`config.mk`:
```
export PLATFORM = sky130hd
export DESIGN_NAME = ext_unit
export DESIGN_NICKNAME = d
export VERILOG_FILES = /design/src/rtl/ext_pkg.sv /design/src/rtl/ext_core.sv /design/src/rtl/ext_unit.sv
export SDC_FILE = /design/constraint.sdc
export NUM_CORES = 1
export LEC_CHECK = 0
export ABC_AREA = 1
export BUFFER_PORTS_ARGS = -buffer_cell sky130_fd_sc_hd__buf_2
export CAP_MARGIN = 40
export CORE_UTILIZATION = 37
export DETAILED_ROUTE_END_ITERATION = 8
export GPL_ROUTABILITY_DRIVEN = 0
export GPL_TIMING_DRIVEN = 0
export PLACE_DENSITY = 0.58
export SETUP_SLACK_MARGIN = 0.15
export SYNTH_ARGS = -nofsm -noshare
export SYNTH_HDL_FRONTEND = slang
export SYNTH_SLANG_ARGS = --single-unit
```
`constraint.sdc`:
```
create_clock -name clk -period 3.01 [get_ports clk]
set_input_delay 0.4515 -clock clk [delete_from_list [all_inputs] [get_ports clk]]
set_output_delay 0.4515 -clock clk [all_outputs]
set_load 0.05 [all_outputs]
```
`src/rtl/ext_pkg.sv`:
```
// Shared definitions for the immediate/load extension unit:
// mode encodings and result FIFO depth.
package ext_pkg;

    typedef enum logic [2:0] {
        MODE_ZIMM = 3'd0,
        MODE_SIMM = 3'd1,
        MODE_LUI  = 3'd2,
        MODE_LBU  = 3'd3,
        MODE_LB   = 3'd4,
        MODE_LHU  = 3'd5,
        MODE_LH   = 3'd6,
        MODE_WORD = 3'd7
    } ext_mode_e;

    localparam int EXT_DEPTH = 2;

endpackage

```
`src/rtl/ext_core.sv`:
```
// Combinational extract/extend stage: selects the immediate, byte or halfword
// for the requested mode and flags misaligned halfword/word accesses.
module ext_core
    import ext_pkg::*;
#(
    parameter int DATA_W = 32,
    parameter int IMM_W  = 16,
    parameter int OFF_W  = $clog2(DATA_W / 8)
) (
    input  ext_mode_e          mode,
    input  logic [DATA_W-1:0]  data,
    input  logic [OFF_W-1:0]   off,
    output logic [DATA_W-1:0]  result,
    output logic               err
);

    logic [DATA_W-1:0] shifted;

    // Little-endian lanes: bringing the addressed byte down to bit 0.
    assign shifted = data >> {off, 3'b000};

    always_comb begin
        result = '0;
        err    = 1'b0;
        case (mode)
            MODE_ZIMM: begin
                for (int i = 0; i < IMM_W; i++) result[i] = data[i];
            end
            MODE_SIMM: begin
                for (int i = 0; i < DATA_W; i++)
                    result[i] = (i < IMM_W) ? data[i] : data[IMM_W-1];
            end
            MODE_LUI: begin
                for (int i = 0; i < IMM_W; i++) result[DATA_W-IMM_W+i] = data[i];
            end
            MODE_LBU: begin
                result[7:0] = shifted[7:0];
            end
            MODE_LB: begin
                for (int i = 0; i < DATA_W; i++)
                    result[i] = (i < 8) ? shifted[i] : shifted[7];
            end
            MODE_LHU: begin
                if (off[0]) err = 1'b1;
                else        result[15:0] = shifted[15:0];
            end
            MODE_LH: begin
                if (off[0]) begin
                    err = 1'b1;
                end else begin
                    for (int i = 0; i < DATA_W; i++)
                        result[i] = (i < 16) ? shifted[i] : shifted[15];
                end
            end
            MODE_WORD: begin
                if (off != '0) err = 1'b1;
                else           result = data;
            end
            default: begin
                result = '0;
                err    = 1'b0;
            end
        endcase
    end

endmodule

```
`src/rtl/ext_unit.sv`:
```
// Extension unit top: computes the extended result on acceptance and queues it
// in a small FIFO with valid/ready handshakes on both sides.
module ext_unit
    import ext_pkg::*;
#(
    parameter int DATA_W = 32,
    parameter int IMM_W  = 16,
    parameter int OFF_W  = $clog2(DATA_W / 8)
) (
    input  logic              clk,
    input  logic              reset,
    input  logic              in_valid,
    output logic              in_ready,
    input  logic [2:0]        in_mode,
    input  logic [DATA_W-1:0] in_data,
    input  logic [OFF_W-1:0]  in_off,
    input  logic              flush,
    output logic              out_valid,
    input  logic              out_ready,
    output logic [DATA_W-1:0] out_data,
    output logic              out_err
);

    localparam logic [1:0] FULL_COUNT = 2'(EXT_DEPTH);

    logic [DATA_W-1:0] core_result;
    logic              core_err;

    logic [DATA_W:0]   mem_q [EXT_DEPTH];
    logic [DATA_W:0]   mem_d [EXT_DEPTH];
    logic              wr_ptr_q, wr_ptr_d;
    logic              rd_ptr_q, rd_ptr_d;
    logic [1:0]        count_q, count_d;
    logic              push, pop;

    ext_core #(
        .DATA_W (DATA_W),
        .IMM_W  (IMM_W),
        .OFF_W  (OFF_W)
    ) u_core (
        .mode   (ext_mode_e'(in_mode)),
        .data   (in_data),
        .off    (in_off),
        .result (core_result),
        .err    (core_err)
    );

    // Handshakes depend only on registered count, so out_ready never reaches in_ready.
    assign in_ready  = reset && (count_q != FULL_COUNT);
    assign out_valid = reset && (count_q != 2'd0);
    assign out_data  = out_valid ? mem_q[rd_ptr_q][DATA_W-1:0] : '0;
    assign out_err   = out_valid ? mem_q[rd_ptr_q][DATA_W]     : 1'b0;

    assign push = in_valid && in_ready && !flush;
    assign pop  = out_valid && out_ready && !flush;

    always_comb begin
        mem_d    = mem_q;
        wr_ptr_d = wr_ptr_q;
        rd_ptr_d = rd_ptr_q;
        count_d  = count_q;
        if (flush) begin
            wr_ptr_d = 1'b0;
            rd_ptr_d = 1'b0;
            count_d  = 2'd0;
        end else begin
            if (push) begin
                mem_d[wr_ptr_q] = {core_err, core_result};
                wr_ptr_d        = ~wr_ptr_q;
            end
            if (pop) rd_ptr_d = ~rd_ptr_q;
            case ({push, pop})
                2'b10:   count_d = count_q + 2'd1;
                2'b01:   count_d = count_q - 2'd1;
                default: count_d = count_q;
            endcase
        end
    end

    always_ff @(posedge clk or negedge reset) begin
        if (!reset) begin
            for (int i = 0; i < EXT_DEPTH; i++) mem_q[i] <= '0;
            wr_ptr_q <= 1'b0;
            rd_ptr_q <= 1'b0;
            count_q  <= 2'd0;
        end else begin
            for (int i = 0; i < EXT_DEPTH; i++) mem_q[i] <= mem_d[i];
            wr_ptr_q <= wr_ptr_d;
            rd_ptr_q <= rd_ptr_d;
            count_q  <= count_d;
        end
    end

endmodule

```
==> results by group <==
Cells and area
  • Non-Filler Instances: 975
  • Ant diodes: 0
  • Layout Utilization: a little under half
  • Layout cells sized above 1: about 16%
  • Layout Area Growth over Synthesis: 20.42%
  • Design Area, Final: 5343 µm²
  • NumNets Final: 869

Job
  • Max-cap viol count: 0

Die
  • Top-Level Pins: 77
  • Site row count: 39
  • Initial Util: a little under two fifths
  • Chip height: approximately 110 µm
  • Full die area: 12430 µm²
  • Die X: 111.5 µm
  • Core Box Area: roughly 12000 µm²

Worst setup path
  • Delay-heaviest family, CP: buffers and inverters
  • Highest-delay cell along the critical path: clkbuf_1
  • Buffers plus inverters on the worst setup path: 4
  • Startpoint types: flop
  • Worst Path Arrival: between 2 and 2.5 ns
  • Most used cell, CP: nand2_1
  • Crit end category: output port
  • Critical path, cell by cell: clkbuf_1 -> clkbuf_1 -> nand2_1 -> nand2_1 -> nand2_1 -> inv_1 -> buf_2
  • CP peak stage delay: ~0.62 ns
  • Critical Path Fanout Max: 10
  • Required @ worst endpoint: 2.56 ns
  • CP Class: flop to output port

Synthesis
  • Synth top cells by count: nand2_1, dfrtp_1, inv_1
  • Cells after synthesis: between 700 and 800
  • YS warnings: 0
  • Sequential cell area fraction in the yosys report: 39.48%
  • Mean Syn Cell Area: 6.004 µm²
  • Net Count, Synth: 781
  • Seq cells post-synth: 70
  • EDFF count, synth: 0
  • Post-synth top area cell: nand2_1
  • Post-synth top area share: 40.95%
  • Most numerous cell in the Yosys netlist: nand2_1
  • Synth async-reset ratio: 100.0%
  • Synth area leaders: nand2_1, dfrtp_1, inv_1
  • Synth Cell Area: approximately 4400 µm²
  • Yosys cell types: 19
  • Ys flop type: dfrtp_1

Placement
  • Hpwl dp: ~10 mm
  • Buffers on Ports: between 70 and 80
  • Placed cells: between 900 and 1000
  • Dpl cell area: 5019 µm²
  • Setup WS pre-CTS: -0.4483 ns

Detailed routing
  • First-pass detailed-route iteration total: 9
  • DR WL/cell: 14.10 µm
  • Iter 0 DRT Violations: 361
  • Vias/cell: approximately 4.7
  • Detail Route Antenna Nets: 0
  • Remaining DRCs: 6
  • Vias: approximately 4600
  • Routed wire length: 13.75 mm

STA
  • Slew headroom: around half
  • Minimum clock period: 2.669 ns
  • RSZ-0062 raised after global routing: false
  • Pins Over Slew Limit: 0
  • Final WS setup: 0.3413 ns
  • Worst-margin pin slew: between 0.7 and 0.8 ns
  • Clk_skew: roughly 0.0062 ns
  • Final setup fails: 0
  • Min Hold Slack: -0.01264 ns
  • Highest clock rate: ~370 MHz
  • Tcrit/Tclk final: 88.66%
  • Count of final hold-check violations: 13
  • Final TNS setup: 0 ns

Global routing
  • Busiest metal layer after global routing: met2
  • Grt met2 use: 36.04%
  • Largest net degree at the start of global routing: 43
  • Initial antenna violation count: 0
  • GRT overflow: 0
  • First-pass GRT wire length: 22.76 mm
  • GRT met3 Usage: 3.538%
  • All-layer global routing usage: between 20% and 30%
  • Met1 usage: 32.59%
  • Vias in the first global route: approximately 4400

Clock network
  • Clk_lat worst skew: 0.35 ns
  • Deepest clock path buffer count: 2
  • CTS clk-pin slew, worst paths: 0.06 ns
  • Clk root buf: clkbuf_16
  • Num CTS Buffers: 9
  • CTS tree: built
  • Clk sinks: 70
  • H-tree depth: 3

Outcome
  • Failing checks: DRC, hold timing
  • Status: finished with violations

Power
  • Static Leak: 3.478 nW
  • Final total power: 3.338 mW
  • VDD IR max: between 0.2 and 0.3 mV
  • Power Density: 624.7 nW/µm²

Worst hold path
  • Hold Crit Class: input pin to asynchronous set/reset pin
-- registers in the layout, indices dropped and copies added, names as in the netlist --
signal	flops
wr_ptr_q	1
rd_ptr_q	1
mem_q	66
count_q	2
-- worst register-to-register path, cell delays in order (launching register included) --
cell and delay [ns]:
dfrtp_1 0.32, clkbuf_1 0.33, clkinv_1 0.31, clkbuf_1 0.32, o21ai_0 0.24, a21oi_1 0.06
-- power by group --
group          internal [mW]  leakage, nW  switching (mW)
logic                  0.292         2.40           0.659
clock network          0.686        0.146           0.411
registers               1.17        0.931           0.120
-- final cells by class --
type / instances / area (µm²)
clock inverters: 3 / 42.54
fillers: 1271 / 6222
repair buffers: 77 / 406.6
clock buffers: 13 / 260.3
multi-input cells: 576 / 2307
well taps: 143 / 178.9
inverters: 60 / 225.2
flip-flops and latches: 70 / 1752
plain buffers: 33 / 170.2
-- routing by layer --
metal	vias up	routed length, µm
li1	2375	-
met1	2082	6522
met2	149	6016
met3	25	776
met4	0	435
met5	-	0
-- cells by family after synthesis --
family / count (synthesis) / synth area share (%)
simple gates: 553 / 48.84
compound gates: 23 / 2.905
flops: 70 / 39.48
buf+inv: 93 / 8.770
-- worst paths after layout --
kind | start | cells after the start | to | slack, ns
worst max-delay path | rd_ptr_q$_DFFE_PN0P_ | 7 | out_data[12] | 0.34
worst min-delay path | reset | 1 | rd_ptr_q$_DFFE_PN0P_ | -0.01
worst max register to register | rd_ptr_q$_DFFE_PN0P_ | 5 | rd_ptr_q$_DFFE_PN0P_ | 1.29
worst min register to register | mem_q[39]$_DFFE_PN0P_ | 2 | mem_q[39]$_DFFE_PN0P_ | 0.48
max in group asynchronous | reset | 2 | mem_q[51]$_DFFE_PN0P_ | 2.50
min in group clk | flush | 4 | count_q[1]$_DFFE_PN0P_ | 0.40
-- what timing repair did --
item | in CTS | in global routing
gates resized for setup | 4 | 4
endpoints found under the setup margin | 30 | 29
setup buffers | 0 | 0
hold buffers | 0 | 0
-- placed cells by master, fill, tap and decap left out --
cell type	Yosys	layout
nor2_4	3	3
clkinvlp_4	0	1
o21ai_0	11	11
clkinv_1	1	1
buf_6	0	1
nor2_2	2	2
buf_12	0	1
a21oi_4	1	2
inv_2	6	6
nand3b_1	5	5
clkbuf_4	0	1
clkbuf_2	0	2
nor2_1	26	26
nand3_1	30	30
nand2_2	1	1
clkbuf_8	0	2
clkbuf_16	0	9
a21oi_1	10	9
buf_2	20	95
dfrtp_1	70	70
bufinv_16	0	1
clkinv_2	0	1
a211oi_1	1	1
nand2_1	484	484
inv_1	53	53
nand4_1	2	2
buf_4	4	4
clkbuf_1	9	8
No activity file was read; power rests on OpenSTA's default activity.
